$ cat config.mk
export PLATFORM = sky130hd
export DESIGN_NAME = seq_alu
export DESIGN_NICKNAME = d
export VERILOG_FILES = /design/src/rtl/seq_alu.sv
export SDC_FILE = /design/constraint.sdc
export NUM_CORES = 1
export LEC_CHECK = 0
export CAP_MARGIN = 20
export CORE_AREA = 5 5 164 166
export DETAILED_ROUTE_END_ITERATION = 8
export DIE_AREA = 0 0 169 171
export GPL_TIMING_DRIVEN = 0
export PLACE_DENSITY = 0.69
export SYNTH_ARGS = -nofsm -noshare
export SYNTH_HDL_FRONTEND = slang
export SYNTH_SLANG_ARGS = --single-unit
$ cat constraint.sdc
create_clock -name clk -period 4.8 [get_ports clk]
set_clock_uncertainty 0.15 [all_clocks]
set_input_delay 0.48 -clock clk [delete_from_list [all_inputs] [get_ports clk]]
set_output_delay 0.48 -clock clk [all_outputs]
set_load 0.03 [all_outputs]
$ cat src/rtl/seq_alu.sv
// seq_alu: handshaked XLEN-wide execute unit with a registered result.
// Base ALU ops complete in one cycle; RV32M-style multiply/divide iterate one
// bit per cycle when SEQ_ALU_MDU_EN is defined. Without that macro every M-op
// completes in one cycle with a zero result and no MDU datapath is built.
// Base selects use the shared `ALU_* encodings; fallbacks are defined here.

`ifndef ALU_ADD
`define ALU_ADD  4'd0
`define ALU_SUB  4'd1
`define ALU_SLL  4'd2
`define ALU_SLT  4'd3
`define ALU_SLTU 4'd4
`define ALU_XOR  4'd5
`define ALU_SRL  4'd6
`define ALU_SRA  4'd7
`define ALU_OR   4'd8
`define ALU_AND  4'd9
`endif

module seq_alu #(
  parameter int unsigned XLEN = 32,
  parameter int unsigned SHW  = $clog2(XLEN)
) (
  input  logic            clk,
  input  logic            rst,
  input  logic            in_valid,
  output logic            in_ready,
  input  logic [4:0]      in_op,
  input  logic [XLEN-1:0] in_a,
  input  logic [XLEN-1:0] in_b,
  output logic            out_valid,
  input  logic            out_ready,
  output logic [XLEN-1:0] out_result,
  output logic            out_busy
);

  typedef enum logic [1:0] {StIdle, StBusy, StDone} state_e;

  state_e          state_q, state_d;
  logic [XLEN-1:0] result_q, result_d;
  logic [XLEN-1:0] base_res;
  logic [SHW-1:0]  shamt;

  assign shamt = in_b[SHW-1:0];

  // Base ALU straight from the inputs; only consumed on the accept edge.
  always_comb begin
    base_res = '0;
    case (in_op[3:0])
      `ALU_ADD:  base_res = in_a + in_b;
      `ALU_SUB:  base_res = in_a - in_b;
      `ALU_SLL:  base_res = in_a << shamt;
      `ALU_SLT:  base_res = {{(XLEN-1){1'b0}}, ($signed(in_a) < $signed(in_b))};
      `ALU_SLTU: base_res = {{(XLEN-1){1'b0}}, (in_a < in_b)};
      `ALU_XOR:  base_res = in_a ^ in_b;
      `ALU_SRL:  base_res = in_a >> shamt;
      `ALU_SRA:  base_res = $signed(in_a) >>> shamt;
      `ALU_OR:   base_res = in_a | in_b;
      `ALU_AND:  base_res = in_a & in_b;
      default:   base_res = '0;
    endcase
  end

`ifdef SEQ_ALU_MDU_EN
  localparam logic [XLEN-1:0] MinNeg = {1'b1, {(XLEN-1){1'b0}}};

  // acc/lo hold the product halves (multiply) or remainder/quotient (divide)
  logic [XLEN-1:0] acc_q, acc_d, lo_q, lo_d, mag_q, mag_d;
  logic            neg_q, neg_d;
  logic [2:0]      mop_q, mop_d;
  logic [SHW-1:0]  cnt_q, cnt_d;

  logic [2:0]      mop;
  logic            is_div, a_sgn, b_sgn, div_zero, div_ovf, mul_zero, special;
  logic [XLEN-1:0] mag_a, mag_b, special_res;

  // Accept-side decode: operand signedness, magnitudes and short-cut results.
  always_comb begin
    mop         = in_op[2:0];
    is_div      = mop[2];
    a_sgn       = in_a[XLEN-1] & (mop inside {3'd1, 3'd2, 3'd4, 3'd6});
    b_sgn       = in_b[XLEN-1] & (mop inside {3'd1, 3'd4, 3'd6});
    mag_a       = a_sgn ? -in_a : in_a;
    mag_b       = b_sgn ? -in_b : in_b;
    div_zero    = is_div & (in_b == '0);
    div_ovf     = is_div & ~mop[0] & (in_a == MinNeg) & (in_b == '1);
    mul_zero    = ~is_div & ((in_a == '0) | (in_b == '0));
    special     = div_zero | div_ovf | mul_zero;
    special_res = '0;
    if (div_zero) begin
      special_res = mop[1] ? in_a : '1;
    end else if (div_ovf) begin
      special_res = mop[1] ? '0 : in_a;
    end
  end

  logic [XLEN:0]     mul_sum, rem_sh, rem_diff;
  logic              take;
  logic [XLEN-1:0]   mul_acc_n, mul_lo_n, div_acc_n, div_lo_n, step_acc, step_lo;
  logic [XLEN-1:0]   quo_s, rem_s, final_res;
  logic [2*XLEN-1:0] prod, prod_s;

  // One shift-add or restoring-divide step, plus the sign-corrected final value.
  always_comb begin
    mul_sum   = {1'b0, acc_q} + (lo_q[0] ? {1'b0, mag_q} : '0);
    mul_acc_n = mul_sum[XLEN:1];
    mul_lo_n  = {mul_sum[0], lo_q[XLEN-1:1]};
    rem_sh    = {acc_q, lo_q[XLEN-1]};
    rem_diff  = rem_sh - {1'b0, mag_q};
    take      = ~rem_diff[XLEN];
    div_acc_n = take ? rem_diff[XLEN-1:0] : rem_sh[XLEN-1:0];
    div_lo_n  = {lo_q[XLEN-2:0], take};
    step_acc  = mop_q[2] ? div_acc_n : mul_acc_n;
    step_lo   = mop_q[2] ? div_lo_n : mul_lo_n;
    prod      = {mul_acc_n, mul_lo_n};
    prod_s    = neg_q ? -prod : prod;
    quo_s     = neg_q ? -div_lo_n : div_lo_n;
    rem_s     = neg_q ? -div_acc_n : div_acc_n;
    if (mop_q[2]) begin
      final_res = mop_q[1] ? rem_s : quo_s;
    end else begin
      final_res = (mop_q[1:0] == 2'd0) ? prod_s[XLEN-1:0] : prod_s[2*XLEN-1:XLEN];
    end
  end

  // Iteration state; only read in BUSY after being loaded, so no reset needed.
  always_ff @(posedge clk) begin
    acc_q <= acc_d;
    lo_q  <= lo_d;
    mag_q <= mag_d;
    neg_q <= neg_d;
    mop_q <= mop_d;
    cnt_q <= cnt_d;
  end

  assign out_busy = (state_q == StBusy);
`else
  assign out_busy = 1'b0;
`endif

  // Next-state and datapath load for IDLE -> (BUSY) -> DONE -> IDLE.
  always_comb begin
    state_d  = state_q;
    result_d = result_q;
`ifdef SEQ_ALU_MDU_EN
    acc_d = acc_q;
    lo_d  = lo_q;
    mag_d = mag_q;
    neg_d = neg_q;
    mop_d = mop_q;
    cnt_d = cnt_q;
`endif
    case (state_q)
      StIdle: begin
        if (in_valid) begin
          state_d = StDone;
          if (!in_op[4]) begin
            result_d = base_res;
          end else begin
`ifdef SEQ_ALU_MDU_EN
            if (special) begin
              result_d = special_res;
            end else begin
              state_d = StBusy;
              acc_d   = '0;
              mop_d   = mop;
              cnt_d   = SHW'(XLEN - 1);
              if (is_div) begin
                lo_d  = mag_a;
                mag_d = mag_b;
                // remainder follows the dividend, quotient the sign xor
                neg_d = mop[1] ? a_sgn : (a_sgn ^ b_sgn);
              end else begin
                lo_d  = mag_b;
                mag_d = mag_a;
                neg_d = a_sgn ^ b_sgn;
              end
            end
`else
            result_d = '0;
`endif
          end
        end
      end
      StBusy: begin
`ifdef SEQ_ALU_MDU_EN
        acc_d = step_acc;
        lo_d  = step_lo;
        cnt_d = cnt_q - SHW'(1);
        if (cnt_q == '0) begin
          result_d = final_res;
          state_d  = StDone;
        end
`else
        state_d = StIdle;
`endif
      end
      StDone: begin
        if (out_ready) state_d = StIdle;
      end
      default: state_d = StIdle;
    endcase
  end

  // Control state and result register with synchronous reset.
  always_ff @(posedge clk) begin
    if (rst) begin
      state_q  <= StIdle;
      result_q <= '0;
    end else begin
      state_q  <= state_d;
      result_q <= result_d;
    end
  end

  assign in_ready   = (state_q == StIdle);
  assign out_valid  = (state_q == StDone);
  assign out_result = result_q;

endmodule

==> metrics, run 1 <==
status completed; CP arrival 4.82 ns; EDFF count, synth 0; area leader, netlist mux4_2; CORE AREA 0.0255 mm^2; Critical Path RT 4.85 ns; die area approximately 0.029 mm^2; synthesized flop and latch total 33; clock sinks 33; root buffer cell clkbuf_16; largest net degree at the start of global routing 21; GRT Overall Usage 0.359; I/O pin count 108; number of unique standard cell types used by synthesis 82; Synth Net Count 1,533; final cell count without fillers 1,805; Post-synth ARST share 0; setup TNS 0 ns; critical path peak fanout 13; vias post-DR between 10,000 and 15,000; Slew @ Worst Pin 1.16 ns; RSZ-0062 raised after global routing false; top_reg_cell synth dfxtp_1; Tmin final 4.78 ns; antenna viol nets, final 0; DRC viols 0; area share of and/or/nand/nor cells after synthesis 0.188; First DRT Iteration DRCs 1,660; Slew headroom 0.227; PwrDens between 150 and 200 mW/mm^2; Area Overhead vs Synth 17.0%; global-route wire length before repair 78,000 um; cells along the critical path dlygate4sd2_1 -> clkbuf_2 -> inv_1 -> ha_1 -> buf_2 -> nor3b_1 -> nor3_1 -> a21oi_2 -> a211oi_2 -> a31oi_4 -> nand4_1 -> a222oi_1 -> mux2_4 -> a2111oi_4; CTS tree done; pre-CTS WS -1.53 ns; GRT Residual Overflow 0; Area contributors post-synth mux4_2 14%, ha_1 13%, dfxtp_1 6.6%; Die Width between 150 and 200 um; Hold Buf Count CTS 0; HP Class flop to flop; routed len/inst 30.0 um; max-slew violations 0; Final Power 1.94 mW; Crit path largest cell delay 0.59 ns; IR drop worst, VDD 0.000115 V; multiplexer share of the synthesized area 0.189; setup ws final 0.0214 ns; clk buf depth 2; Initial Util 0.391; sequential share of the synthesized area 0.0664; clk_lat worst skew 0.29 ns; Critical Path End Type flop; CTS H-tree depth 2; cts bufs inserted 5; DP Cell Count 1,798; die height 171 um; worst-case hold slack 0.301 ns; Compound-Gate Fraction of Synth Area 0.334; Synth Warn # 0; largest family of logic cells by synthesized area compound AO/OA/AOI/OAI gates; antenna violations before repair 2; vias in the first global route 11,800; Yosys top cell area share 0.136; crit start category input port; crit path kind input port to flop; Post-Synth Adder-Cell Area 0.130; gpl congestion 1.07; nets 1,644; gate count of the mapped netlist 1,358; Leak around 4.6 nW; Clk pin slew, worst setup/hold paths 0.07 ns; share of layout cells above drive strength 1 0.0967; Final setup viols 0; std cell rows 59; Max Freq 0.209 GHz; post-synthesis xor/xnor area fraction 0.00616; vias per cell 6.99; Synth Cell Area 0.00995 mm^2; final hold vios 0; PortBufs 103; Critical Path Slowest Stage Cell a222oi_1; DRT Pass-1 Iters 6; DRT Wirelength roughly 54,000 um; DP Wirelength roughly 42,000 um; Final period util 0.996; syn avg cell area 7.33 um^2; max-cap violations 0
[worst max-delay path, delay by kind of cell]
family,cells,cell delay [ns]
AOI/OAI and AO/OA,5,1.64
adders and majority gates,1,0.37
buffers and inverters,4,1.35
muxes,1,0.36
and+or+nand+nor,3,0.60
[flip-flops by register name (all words and copies together) (netlist names)]
signal / cells
state_q: 1
out_result: 32
[cell usage after synthesis, drive strengths merged, types with 28 or more instances]
cell	count
a211oi	30
a21oi	126
a221oi	30
buf	34
clkbuf	70
dfxtp	33
ha	100
inv	106
mux2i	43
mux4	60
nand2	114
nand3	28
nor2	145
nor3	30
o21ai	99
[layer usage]
metal / GRT usage / share of wire
met4: 0.175 / 0.067
met2: 0.549 / 0.42
met3: 0.0783 / 0.12
met5: 0 / 0
met1: 0.482 / 0.39
[kinds of logic after synthesis]
kind of cell	Yosys count
other	1
AND/OR/NAND/NOR	410
XOR/XNOR	7
flip-flops	33
AO/OA/AOI/OAI	483
adder cells (fa/ha/maj)	102
multiplexers	111
buffers and inverters	211
[cells in the final DEF (no fill, tap or decap), drive strengths merged, types with 43 or more instances in the layout]
| cell type | n |
|---|---|
| ha | 100 |
| inv | 106 |
| clkbuf | 75 |
| a21oi | 126 |
| clkdlybuf4s50 | 101 |
| mux2i | 43 |
| nand2 | 114 |
| mux4 | 60 |
| nor2 | 145 |
| o21ai | 99 |
[timing repair]
| item | in CTS | in global routing |
|---|---|---|
| gates cloned | 0 | 0 |
| setup buffers | 0 | 2 |
| endpoints found under the setup margin | 22 | 7 |
| resized for setup | 13 | 10 |
| pin swaps | 1 | 2 |
[where the power goes]
part	leakage [nW]	internal (mW)	switching (mW)	total (mW)
Clock	0.0700	0.205	0.159	0.364
Combinational	4.28	0.461	0.821	1.28
Sequential	0.267	0.283	0.00660	0.289
[metrics by stage]
stage	util	area [um^2]
after global routing	0.457	11600
after floorplan	-	9950
after global placement	0.448	11400
final	0.457	11600
after CTS	0.454	11600
after detailed placement	0.448	11400
[area by class of cell]
| cell class | instances | area, um^2 |
|---|---|---|
| diodes | 1 | 2.50 |
| fillers | 2664 | 13800 |
| plain buffers | 101 | 473 |
| clock buffers | 7 | 143 |
| repair buffers | 107 | 1060 |
| flip-flops and latches | 33 | 661 |
| multi-input cells | 1114 | 8480 |
| inverters | 107 | 407 |
| well taps | 335 | 419 |
[final timing paths]
path / start / to / slack, ns / cells past startpoint
worst max-delay path: in_b[4] / out_result[30] / 0.02 / 14
worst min-delay path: out_result[6] / out_result[6] / 0.30 / 2
worst max register to register: state_q[1] / out_result[29] / 1.79 / 8
worst min register to register: out_result[6] / out_result[6] / 0.30 / 2
Note: power is estimated with default switching activity, not from simulation.
==> inputs of run 2 (changes only) <==
clock period = 5.75 ns   (was 4.8 ns; I/O delays follow)
==> run 2 against run 1 <==
  * Total power fell by 17%
  * Combinational power down 17%
  * Utilization fell by 0.31 points
  * Final area decreased by 0.69%
  * Global-route usage barely moved
  * Via count is 0.64% lower
  * Final cell count about the same
  * Sequential power fell by 16%
  * Sequential cell count is the same
  * Die area stayed put
  * Non-clock buffer count down 1
  * Clock power shrank 16%
==> metrics, run 2 (synthesized netlist as in run 1, its figures left out) <==
Critical Path RT 5.79 ns (+0.94 ns); Clk pin slew, worst setup/hold paths 0.07 ns (about the same); First DRT Iteration DRCs 1,806 (+8.8%); share of layout cells above drive strength 1 0.0899 (-0.00675); global-route wire length before repair 78,000 um (about the same); RSZ-0062 raised after global routing false; max-cap violations 0 (unchanged); r2r setup slk 2.77 ns (+0.98 ns); setup ws final 0.0659 ns (+0.0445 ns); cells on worst reg2reg path 8 (unchanged); pre-CTS WS -0.671 ns (+0.855 ns); clock sinks 33 (unchanged); post-route cell area 0.0116 mm^2 (-0.69%); antenna violations before repair 2 (unchanged); max-slew violations 0 (unchanged); vias per cell 6.95 (-0.59%); Leak 4.59 nW (-0.64%); HP Class flop to flop; gpl congestion 1.07 (unchanged); vias in the first global route 11,800 (+0.076%); Max Freq between 0.15 and 0.2 GHz; CTS tree done; Die Width 169 um (unchanged); commonest cells after routing, fill and taps aside 145 x nor2_1, 123 x a21oi_1, 114 x nand2_1; Final Power 1.60 mW (-17%); Slew headroom 0.200 (-0.0270); die area 0.0289 mm^2 (unchanged); post-CTS sizing 2 (-11); GRT Overall Usage 0.359 (about the same); routed len/inst 29.9 um (-0.17%); FF-to-FF End out_result[29]; crit start category input port; clk buf depth 2 (unchanged); Slew @ Worst Pin 1.20 ns (+0.0404 ns); Critical Path End Type flop; I/O pin count 108 (unchanged); cts bufs inserted 5 (unchanged); nets 1,643 (-0.061%); Critical Path Start in_b[4]; final hold vios 0 (unchanged); crit path kind input port to flop; vias post-DR 12,500 (-0.64%); DRT Wirelength 53,900 um (-0.23%); Hold Buf Count CTS 0 (unchanged); CTS H-tree depth 2 (unchanged); status completed; Final setup viols 0 (unchanged); DRT Pass-1 Iters 7 (+1); critical path peak fanout 11 (-2); commonest non-fill, non-tap cell in the layout nor2_1; largest net degree at the start of global routing 21 (unchanged); DP Wirelength 42,400 um (unchanged); max reg flops 32 (unchanged); PwrDens 139 mW/mm^2 (-17%); Tmin final approximately 5.7 ns; die height 171 um (unchanged); Area Overhead vs Synth 16.2%; root buffer cell clkbuf_16; std cell rows 59 (unchanged); CP arrival 5.73 ns (+0.91 ns); Post CTS Setup Buffer Count 0 (unchanged); IR drop worst, VDD 0.0000951 V (-17%); Core Util, Final 0.454 (-0.00315); Final period util 0.989; Post-DP Area 0.0114 mm^2 (unchanged); PortBufs 103 (unchanged); GRT Residual Overflow 0 (unchanged); end of the critical path out_result[30]; DRC viols 0 (unchanged); RR Startpoint state_q[1]; antenna viol nets, final 0 (unchanged); Initial Util 0.391 (unchanged); CORE AREA 0.0255 mm^2 (unchanged); clk_lat worst skew 0.29 ns (about the same)
[run 2: routing by layer]
| metal | up-vias | GRT usage | part of all wire |
|---|---|---|---|
| met2 | 1015 | 0.546 | 0.42 |
| met5 | - | 0 | 0 |
| li1 | 5321 | - | - |
| met3 | 231 | 0.0799 | 0.13 |
| met1 | 5970 | 0.481 | 0.39 |
| met4 | 0 | 0.179 | 0.068 |
[run 2: worst min path at each step]
stage / start / to / cells past startpoint
2_1_floorplan: out_result[0] / out_result[0] / 2
3_3_place_gp: out_result[6] / out_result[6] / 2
3_5_place_dp: out_result[11] / out_result[11] / 2
4_1_cts: out_result[6] / out_result[6] / 2
5_1_grt: out_result[6] / out_result[6] / 2
6_report: out_result[6] / out_result[6] / 2
[run 2: per-stage QoR]
stage               instances  hold slack (ns)  TNS [ns]
CTS                      1804            0.304         0
floorplan                1358            0.427         0
global route             1803            0.342         0
finish                   1804            0.300         0
detailed placement       1798            0.295     -1.87
global placement         1796            0.292     -2.78
[run 2: layout make-up]
| class | instances | area, um^2 |
|---|---|---|
| Buffer | 102 | 462 |
| Tap cell | 335 | 419 |
| Fill cell | 2671 | 13900 |
| Sequential cell | 33 | 661 |
| Clock buffer | 7 | 143 |
| Timing Repair Buffer | 105 | 1040 |
| Antenna cell | 1 | 2.50 |
| Multi-Input combinational cell | 1114 | 8430 |
| Inverter | 107 | 403 |
[run 2: report_power, final]
| group | switching [mW] | internal (mW) |
|---|---|---|
| registers | 0.00552 | 0.236 |
| logic | 0.679 | 0.379 |
| clock network | 0.133 | 0.171 |
[run 2: worst max-delay path: stages]
cell	delay, ns
clkdlybuf4s50_1	0.78
clkbuf_1	0.51
inv_1	0.22
clkbuf_1	0.33
ha_1	0.36
buf_2	0.18
nor3b_1	0.22
nor3_1	0.10
a21oi_2	0.26
a211oi_2	0.18
a31oi_2	0.47
nand4_1	0.30
a222oi_1	0.59
mux2_4	0.36
a2111oi_4	0.28
==> inputs of run 3 (changes only) <==
CORE_AREA = 2 2 161 163   (was 5 5 164 166)
DIE_AREA = 0 0 163 165   (was 0 0 169 171)
SLEW_MARGIN = 20   (was not set)
==> run 3 against run 2 <==
  * Largest power group unchanged
  * Sequential share of layout area is essentially flat
  * Maximum frequency is 3.4% higher
  * First-iteration DRC count is 2.8% higher
  * Global-route usage grew 4.0 points
  * Combinational power barely moved
  * Critical path type unchanged
  * Clock power down 3%
  * Die area decreased by 6.9%
  * Clock-buffer cell count unchanged
  * Sequential power is essentially flat
==> metrics, run 3 (synthesized netlist as in run 1, its figures left out) <==
die height 165 um (-3.5%); Max Freq 0.182 GHz (+3.4%); HP Class flop to flop; DRC viols 0 (unchanged); routed len/inst 30.2 um (+0.87%); Final Power 1.60 mW (about the same); RSZ-0062 raised after global routing false; largest net degree at the start of global routing 21 (unchanged); max-cap violations 0 (unchanged); antenna violations before repair 1 (-1); Final period util 0.956 (-0.0324); Slew @ Worst Pin 1.34 ns (+0.136 ns); share of layout cells above drive strength 1 0.0918 (+0.00186); Clk pin slew, worst setup/hold paths 0.06 ns (about the same); ANT cells 0 (-1); clock sinks 33 (unchanged); Critical Path RT 5.74 ns (-0.05 ns); antenna viol nets, final 0 (unchanged); commonest non-fill, non-tap cell in the layout nor2_1; Slew headroom 0.103 (-0.0974); std cell rows 58 (-1.7%); CORE AREA 0.0250 mm^2 (-1.7%); vias in the first global route 11,500 (-2.4%); clk buf depth 2 (unchanged); First DRT Iteration DRCs 1,856 (+2.8%); CTS H-tree depth 2 (unchanged); die area 0.0269 mm^2 (-6.9%); crit path kind input port to flop; clk_lat worst skew 0.29 ns (about the same); PwrDens 138 mW/mm^2 (-0.19%); Leak 4.59 nW (+0.15%); max-slew violations 0 (unchanged); commonest cells after routing, fill and taps aside 145 x nor2_1, 123 x a21oi_1, 114 x nand2_1; PortBufs 103 (unchanged); global-route wire length before repair 78,200 um (+0.29%); Hold Buf Count CTS 0 (unchanged); CP arrival 5.49 ns (-0.24 ns); nets 1,646 (+0.18%); DRT Pass-1 Iters 6 (-1); gpl congestion 1.06 (-1.3%); cells on worst reg2reg path 10 (+2); Final setup viols 0 (unchanged); Hold EP out_result[15]; I/O pin count 108 (unchanged); GRT Overall Usage 0.399 (+0.0397); Tmin final 5.50 ns (-0.187 ns); GRT Residual Overflow 0 (unchanged); root buffer cell clkbuf_16; Critical Path End Type flop; cts bufs inserted 5 (unchanged); DRT Wirelength 54,300 um (+0.70%); Die Width 163 um (-3.6%); vias post-DR 12,500 (-0.40%); max reg flops 32 (unchanged); Initial Util 0.397 (+0.00673); IR drop worst, VDD 0.000103 V (+8.7%); Min-Delay Path Depth 2 (unchanged); r2r setup slk 2.86 ns (+0.09 ns); vias per cell 6.93 (-0.23%); Area Overhead vs Synth 16.4%; CTS tree done; critical path peak fanout 20 (+9); DP Wirelength 43,400 um (+2.5%); status completed; worst-case hold slack 0.304 ns (+0.00474 ns); crit start category input port; RR Startpoint state_q[1]; filler cell count 2,656 (-0.56%); final hold vios 0 (unchanged); Hold Crit Start out_result[15]; FF-to-FF End out_result[27]
==> run 3: per-layer routing <==
layer  up-vias  GRT usage  share of wire
met5         -          0              0
met4         0      0.152          0.044
met3       154     0.0811           0.13
met2      1019      0.619           0.43
met1      5994      0.545           0.40
li1       5320          -              -
==> run 3: per-stage QoR <==
| step | setup slack [ns] | util | cell area [um^2] | setup TNS (ns) | instances |
|---|---|---|---|---|---|
| after floorplan | 1.46 | - | 9950 | 0 | 1358 |
| after global routing | 0.0501 | 0.463 | 11600 | 0 | 1801 |
| after detailed placement | -0.461 | 0.455 | 11400 | -2.21 | 1791 |
| after CTS | 0.0107 | 0.461 | 11500 | 0 | 1797 |
| after global placement | -0.571 | 0.455 | 11400 | -3.21 | 1791 |
| final | 0.252 | 0.463 | 11600 | 0 | 1801 |
==> run 3: layout make-up <==
type	count	area, um^2	share of cell area
timing repair buffer	108	1070	0.0922
inverter	107	405	0.0350
buffer	102	460	0.0397
tap	330	413	0.0356
multi-input combinational	1114	8430	0.728
sequential	33	661	0.0570
clock buffer	7	143	0.0123
==> run 3: critical path, cell delays in order <==
cell             delay, ns
clkdlybuf4s50_1       0.47
clkbuf_1              0.44
inv_1                 0.30
buf_2                 0.32
clkbuf_4              0.34
ha_1                  0.49
o211ai_1              0.24
a211o_1               0.39
a31oi_1               0.59
o221ai_1              0.21
a2111oi_0             0.94
o21ai_0               0.15
==> run 3: worst max-delay path by stage <==
stage,slack (ns),cells after the start,from,end
final,0.25,12,in_b[2],out_result[15]
after global routing,0.05,12,in_b[2],out_result[15]
after CTS,0.01,14,in_b[3],out_result[30]
after detailed placement,-0.46,16,in_b[2],out_result[30]
after global placement,-0.57,16,in_b[2],out_result[30]
after floorplan,1.46,15,in_b[2],out_result[30]
==> run 3: power by group <==
| part | leakage [nW] | switching (mW) | internal [mW] | total [mW] |
|---|---|---|---|---|
| Sequential | 0.267 | 0.00581 | 0.236 | 0.242 |
| Clock | 0.0700 | 0.123 | 0.171 | 0.294 |
| Combinational | 4.25 | 0.687 | 0.381 | 1.07 |
==> run 3: repair_timing <==
| action | 4_1_cts | 5_1_grt |
|---|---|---|
| endpoints found under the setup margin | 2 | 7 |
| resized for setup | 0 | 3 |
| setup buffers | 0 | 5 |
